File: src/rtl/apb_slave_bank.sv
// -----------------------------------------------------------------------------
// apb_slave_bank
//   APB completer bank with NUM_SLAVES register-file slaves. Each slave holds
//   DEPTH words of DATA_W bits. Every transfer goes through the states
//   IDLE -> SETUP -> ACCESS. The bank inserts WAIT_CYCLES wait states before
//   it raises Pready. Word addresses at or above DEPTH are out of range.
//
//   Optional feature macro: APB_SLVERR_EN
//     defined   : an out-of-range index or a multi-hot Pselx raises Pslverr
//                 in the Pready cycle. Such a write is dropped and such a
//                 read returns 0.
//     undefined : Pslverr stays 0. Out-of-range writes are dropped and
//                 out-of-range reads return 0. A multi-hot Pselx uses the
//                 lowest selected slave.
//
// Ports
//   Pclk     in   APB clock (rising edge)
//   Preset   in   asynchronous active-high reset
//   Pselx    in   [NUM_SLAVES] one-hot slave select (lowest set bit wins)
//   Penable  in   access-phase strobe
//   Pwrite   in   1 = write, 0 = read
//   Paddr    in   [ADDR_W] byte address, bits [1:0] ignored
//   Pwdata   in   [DATA_W] write data
//   Prdata   out  [DATA_W] registered read data, non-zero only in a read's Pready cycle
//   Pready   out  registered transfer complete
//   Pslverr  out  registered error flag, meaningful only with Pready
// -----------------------------------------------------------------------------
module apb_slave_bank #(
    parameter int NUM_SLAVES  = 3,
    parameter int DATA_W      = 32,
    parameter int ADDR_W      = 32,
    parameter int DEPTH       = 16,
    parameter int WAIT_CYCLES = 1
) (
    input  logic                  Pclk,
    input  logic                  Preset,
    input  logic [NUM_SLAVES-1:0] Pselx,
    input  logic                  Penable,
    input  logic                  Pwrite,
    input  logic [ADDR_W-1:0]     Paddr,
    input  logic [DATA_W-1:0]     Pwdata,
    output logic [DATA_W-1:0]     Prdata,
    output logic                  Pready,
    output logic                  Pslverr
);

    localparam logic [1:0] IDLE   = 2'd0;
    localparam logic [1:0] SETUP  = 2'd1;
    localparam logic [1:0] ACCESS = 2'd2;

    localparam int IDX_W = (DEPTH > 1) ? $clog2(DEPTH) : 1;
    localparam int SLV_W = (NUM_SLAVES > 1) ? $clog2(NUM_SLAVES) : 1;
    // The wait counter is 4 bits wide, so WAIT_CYCLES must stay in 0..15.
    localparam logic [3:0] WAIT_INIT = 4'(WAIT_CYCLES);

    logic [1:0]        state_q, state_d;
    logic [3:0]        cnt_q, cnt_d;
    logic              rdy_q, rdy_d;
    logic              err_q, err_d;
    logic [DATA_W-1:0] rdata_q, rdata_d;
    logic [DATA_W-1:0] mem_q [NUM_SLAVES][DEPTH];

    logic              sel;
    logic [SLV_W-1:0]  slv;
    logic [IDX_W-1:0]  widx;
    logic              in_range;
    logic              xfer_err;
    logic              ok;
    logic              wr_en;
    logic [DATA_W-1:0] cpl_rdata;
    logic              unused_addr_lsb;

    function automatic logic [SLV_W-1:0] lowest_sel(input logic [NUM_SLAVES-1:0] s);
        lowest_sel = '0;
        for (int i = NUM_SLAVES - 1; i >= 0; i--) begin
            if (s[i]) lowest_sel = SLV_W'(i);
        end
    endfunction

    assign sel             = |Pselx;
    assign slv             = lowest_sel(Pselx);
    assign widx            = Paddr[2 +: IDX_W];
    assign unused_addr_lsb = ^Paddr[1:0];

    // Compare the whole word index. The upper bits must not alias back
    // into the array.
    assign in_range = {2'b00, Paddr[ADDR_W-1:2]} < ADDR_W'(DEPTH);

`ifdef APB_SLVERR_EN
    logic multi_hot;
    assign multi_hot = (Pselx & (Pselx - NUM_SLAVES'(1))) != '0;
    assign xfer_err  = !in_range || multi_hot;
`else
    assign xfer_err  = 1'b0;
`endif

    assign ok        = in_range && !xfer_err;
    assign cpl_rdata = (!Pwrite && ok) ? mem_q[slv][widx] : '0;

    always_comb begin
        state_d = state_q;
        cnt_d   = cnt_q;
        rdy_d   = rdy_q;
        err_d   = err_q;
        rdata_d = rdata_q;
        wr_en   = 1'b0;
        case (state_q)
            IDLE: begin
                cnt_d   = '0;
                rdy_d   = 1'b0;
                err_d   = 1'b0;
                rdata_d = '0;
                // sel together with Penable in IDLE is a protocol violation and is ignored.
                if (sel && !Penable) state_d = SETUP;
            end
            SETUP: begin
                state_d = ACCESS;
                cnt_d   = WAIT_INIT;
                rdy_d   = (WAIT_CYCLES == 0);
                if (WAIT_CYCLES == 0) begin
                    rdata_d = cpl_rdata;
                    err_d   = xfer_err;
                end
            end
            ACCESS: begin
                if (!rdy_q) begin
                    if (!sel) begin
                        // The master abandoned the transfer, so nothing commits.
                        state_d = IDLE;
                        cnt_d   = '0;
                    end else begin
                        cnt_d = cnt_q - 4'd1;
                        if (cnt_q == 4'd1) begin
                            rdy_d   = 1'b1;
                            rdata_d = cpl_rdata;
                            err_d   = xfer_err;
                        end
                    end
                end else begin
                    rdy_d   = 1'b0;
                    err_d   = 1'b0;
                    rdata_d = '0;
                    cnt_d   = '0;
                    if (Penable) begin
                        wr_en   = sel && Pwrite && ok;
                        state_d = (sel && !Penable) ? SETUP : IDLE;
                    end else begin
                        state_d = IDLE;
                    end
                end
            end
            default: begin
                state_d = IDLE;
                cnt_d   = '0;
                rdy_d   = 1'b0;
                err_d   = 1'b0;
                rdata_d = '0;
            end
        endcase
    end

    always_ff @(posedge Pclk or posedge Preset) begin
        if (Preset) begin
            state_q <= IDLE;
            cnt_q   <= '0;
            rdy_q   <= 1'b0;
            err_q   <= 1'b0;
            rdata_q <= '0;
        end else begin
            state_q <= state_d;
            cnt_q   <= cnt_d;
            rdy_q   <= rdy_d;
            err_q   <= err_d;
            rdata_q <= rdata_d;
        end
    end

    always_ff @(posedge Pclk or posedge Preset) begin
        if (Preset) begin
            for (int s = 0; s < NUM_SLAVES; s++) begin
                for (int w = 0; w < DEPTH; w++) begin
                    mem_q[s][w] <= '0;
                end
            end
        end else if (wr_en) begin
            mem_q[slv][widx] <= Pwdata;
        end
    end

    assign Prdata  = rdata_q;
    assign Pready  = rdy_q;
    assign Pslverr = err_q;

endmodule

File: config.mk
export PLATFORM = sky130hd
export DESIGN_NAME = apb_slave_bank
export DESIGN_NICKNAME = d
export VERILOG_FILES = /design/src/rtl/apb_slave_bank.sv
export SDC_FILE = /design/constraint.sdc
export NUM_CORES = 2
export LEC_CHECK = 0
export BUFFER_PORTS_ARGS = -buffer_cell sky130_fd_sc_hd__buf_2
export CORE_ASPECT_RATIO = 2
export CORE_MARGIN = 2
export CORE_UTILIZATION = 45
export CTS_CLUSTER_SIZE = 40
export DETAILED_ROUTE_END_ITERATION = 7
export GPL_TIMING_DRIVEN = 0
export HOLD_SLACK_MARGIN = 0.05
export PLACE_DENSITY = 0.59
export SLEW_MARGIN = 20
export SYNTH_ARGS = -nofsm -noshare
export SYNTH_HDL_FRONTEND = slang
export SYNTH_SLANG_ARGS = --single-unit
File: constraint.sdc
create_clock -name Pclk -period 49.2 [get_ports Pclk]
set_clock_uncertainty 0.15 [all_clocks]
set_input_delay 7.38 -clock Pclk [delete_from_list [all_inputs] [get_ports Pclk]]
set_output_delay 7.38 -clock Pclk [all_outputs]
set_load 0.01 [all_outputs]
==> results.py <==
metrics = {
    "clocking": {
        "clock_sinks": 1575,
        "clk_latency_ps": 800,
        "post_cts_resized": 0,
        "post_cts_buffers": 0,
        "cts_tree": "done",
        "clk_pin_slew_worst_paths_ps": 70,
        "cts_root_buf": "clkbuf_16",
        "cts_inserted_buffers": 150,
        "hold_buffers": 0,
        "cts_htree_levels": 4,
        "clockBufferDepth": 4,
    },
    "floorplanning": {
        "core_um2": 156000,
        "initial_utilization": 0.453,
        "die_h_um": 565,
        "fp.dieW_um": 284,
        "row_count": 205,
        "dieArea_um2": 161000,
        "ios": 105,
    },
    "worst_setup_path": {
        "cp-start-kind": "input pin",
        "cp.required_ps": 49740,
        "critPathMaxFanout": 10,
        "arrival_ps": 11700,
        "endpoint_kind": "flop",
        "critPathKind": "in2reg",
    },
    "drt": {
        "drc": 0,
        "drtIter0Drc": 3658,
        "postRouteAntennaNets": 0,
        "drtPass1Iterations": 6,
        "vias": 48100,
        "drt_wl_total_mm": 259,
        "vias_per_cell": 6.13,
        "wl_per_cell_um": 33.0,
    },
    "grt": {
        "antenna_found_initial": 23,
        "grt_pass1_wl_mm": 367,
        "track_usage": 0.324,
        "grt_overflow_total": 0,
        "first_global_vias": 50200,
        "grt_max_degree": 36,
    },
    "logic_synthesis": {
        "ys.flop_type": "dfrtp_1",
        "syn_avg_cell_area_um2": 13.1,
        "syn_nets": 5462,
        "synth-seq-area-share": 0.557,
        "yosys.area.top_type": "dfrtp_1",
        "ys_top_cells_by_area": "dfrtp_1, mux2_2, nand2_1, mux4_2, a221o_1",
        "synth_seq_cells": 1575,
        "syn_inst": 5384,
        "synth-edff-count": 0,
        "synthArstFlopShare": 1.00,
        "ys_types": 53,
        "yosysTopAreaCellShare": 0.557,
        "synth_area_um2": 70700,
        "synth_warnings": 0,
    },
    "sta": {
        "timing.hold.ws_ps": 339,
        "max_freq_mhz": 89.6,
        "finalMaxSlewViolations": 0,
        "slew_headroom": 0.0729,
        "rsz0062_at_grt": "false",
        "period_minus_slack_ps": 11160,
        "fin_crit_sh": 0.227,
        "fin_setup_tns_ps": 0,
        "hold_viol_final": 0,
        "tightest_slew_ps": 1390,
        "setup_violations": 0,
    },
    "final_layout": {
        "nFillCells": 13900,
        "stdcell_count": 7856,
        "stdcell_area_um2": 79900,
        "drive_gt1_frac": 0.360,
        "nets": 5738,
        "syn_to_final_growth_pct": 13.0,
    },
    "power": {
        "p_leak_nw": 38.9,
        "p_per_area_nw_per_um2": 34.2,
        "vdd_drop_max_uv": 22.5,
    },
    "placement": {
        "postPlaceCellArea_um2": 74900,
        "dp_hpwl_mm": 197,
        "gp_congestion": 1.02,
        "port_buffers": 67,
        "place_inst": 7577,
    },
    "flow_run": {
        "maxCapViolCount": 0,
    },
    "worst_hold_path": {
        "hold_class": "reg2reg",
    },
    "outcome": {
        "status": "complete, no violations",
    },
}
## cell families (layout without fill, tap and decap cells)
kind of cell	count (synthesis)	after routing	share of synthesized area
buffers and inverters	549	926	0.0321
AND/OR/NAND/NOR	938	938	0.0598
AO/OA/AOI/OAI	616	616	0.0706
other	1	26	0.0000530
multiplexers	1696	1696	0.279
XOR/XNOR	2	2	0.000248
adder cells (fa/ha/maj)	7	7	0.00124
flip-flops	1575	1575	0.557
## Yosys cell counts, drive strengths merged (3+ instances only)
| master | count |
|---|---|
| nand3 | 176 |
| a32o | 90 |
| mux2 | 1538 |
| a221o | 128 |
| nand3b | 3 |
| o21ai | 64 |
| nor3 | 12 |
| a41oi | 3 |
| nor2b | 6 |
| nor4 | 7 |
| a221oi | 29 |
| a21oi | 3 |
| ha | 7 |
| and3b | 4 |
| inv | 7 |
| o21a | 3 |
| a2111oi | 6 |
| mux2i | 94 |
| a31oi | 38 |
| a32oi | 35 |
| o31ai | 32 |
| nand2b | 7 |
| o22ai | 123 |
| a21boi | 29 |
| and3 | 4 |
| or2 | 4 |
| nand4 | 73 |
| or4 | 31 |
| clkbuf | 336 |
| nand2 | 573 |
| buf | 206 |
| o2111ai | 29 |
| nor2 | 31 |
| dfrtp | 1575 |
| mux4 | 64 |
## worst max-delay path, stage by stage
cell and delay [ps]:
buf_4 180, clkbuf_1 780, nand3b_1 870, clkbuf_1 620, o2111ai_1 1250, a21boi_0 260, a32o_1 340
## path summary, 6_finish.rpt
kind	start	to	slack, ps	cells past startpoint
worst min-delay path	mem_q[621]$_DFFE_PP0P_	mem_q[621]$_DFFE_PP0P_	340	1
max in group asynchronous	Preset	mem_q[209]$_DFFE_PP0P_	39050	14
worst min register to register	mem_q[621]$_DFFE_PP0P_	mem_q[621]$_DFFE_PP0P_	340	1
worst max-delay path	Pselx[0]	Prdata[15]$_DFFE_PP0P_	38040	7
worst max register to register	state_q[0]$_DFFE_PP0P_	mem_q[789]$_DFFE_PP0P_	44930	7
min in group asynchronous	Preset	mem_q[803]$_DFFE_PP0P_	6560	2
## layer usage
layer,global-route usage,vias to the layer above,routed length [µm],part of all wire
met4,0.339,14,32600,0.13
met3,0.0494,735,12900,0.050
met1,0.327,25400,84500,0.33
met5,0,-,94,0.00036
li1,-,20300,-,-
met2,0.553,1683,129000,0.50
## layout make-up
type / count / area (µm²) / area share
plain buffers: 542 / 2250 / 0.0281
flip-flops and latches: 1575 / 39400 / 0.493
multi-input cells: 3260 / 29100 / 0.364
diodes: 25 / 62.6 / 0.000783
clock inverters: 33 / 573 / 0.00717
clock buffers: 220 / 4400 / 0.0551
well taps: 2070 / 2590 / 0.0324
inverters: 7 / 30.0 / 0.000376
repair buffers: 124 / 1530 / 0.0192
## power breakdown
| group | total (W) | leakage (nW) | internal [W] | switching (W) |
|---|---|---|---|---|
| combinational | 0.000228 | 14.5 | 0.0000513 | 0.000176 |
| clock | 0.00121 | 2.44 | 0.000703 | 0.000510 |
| sequential | 0.00130 | 22.0 | 0.00130 | 0.00000150 |
## stage by stage
step           power (W)  utilization  setup WS [ps]
2_1_floorplan    0.00143            -          19850
3_3_place_gp     0.00154        0.472          10650
3_5_place_dp     0.00155        0.480          37740
4_1_cts          0.00275        0.512          38570
5_1_grt          0.00281        0.512          38140
6_report         0.00274        0.513          38040
## cells in the final DEF (no fill, tap or decap), types with 7 or more instances in the layout
cell / synthesis / layout
clkbuf_8: 0 / 28
a21boi_0: 29 / 29
clkinv_2: 0 / 14
o2111ai_1: 29 / 23
buf_12: 0 / 45
buf_2: 111 / 181
o31ai_1: 32 / 32
buf_4: 17 / 18
ha_1: 7 / 7
diode_2: 0 / 25
a32o_1: 90 / 90
or4_1: 31 / 31
a32oi_1: 35 / 35
a31oi_1: 38 / 38
dfrtp_1: 1575 / 1575
o22ai_1: 123 / 123
nand3_1: 176 / 176
mux2i_1: 94 / 94
nand2b_1: 7 / 7
clkbuf_1: 335 / 369
nand2_1: 573 / 573
buf_1: 78 / 75
clkbuf_16: 0 / 155
mux4_2: 64 / 64
nor2_1: 27 / 27
o21ai_0: 64 / 63
nor3_1: 9 / 9
mux2_2: 1501 / 1501
buf_16: 0 / 10
a221oi_1: 19 / 19
mux2_1: 37 / 37
a221oi_2: 10 / 10
nand4_1: 73 / 73
bufinv_16: 0 / 16
a221o_1: 128 / 128
## state kept, by name, summed over array words and instances, names as in the netlist
signal   cells
mem_q     1536
Pready       1
Prdata      32
state_q      2
cnt_q        4
(Power assumes the default switching activity.)
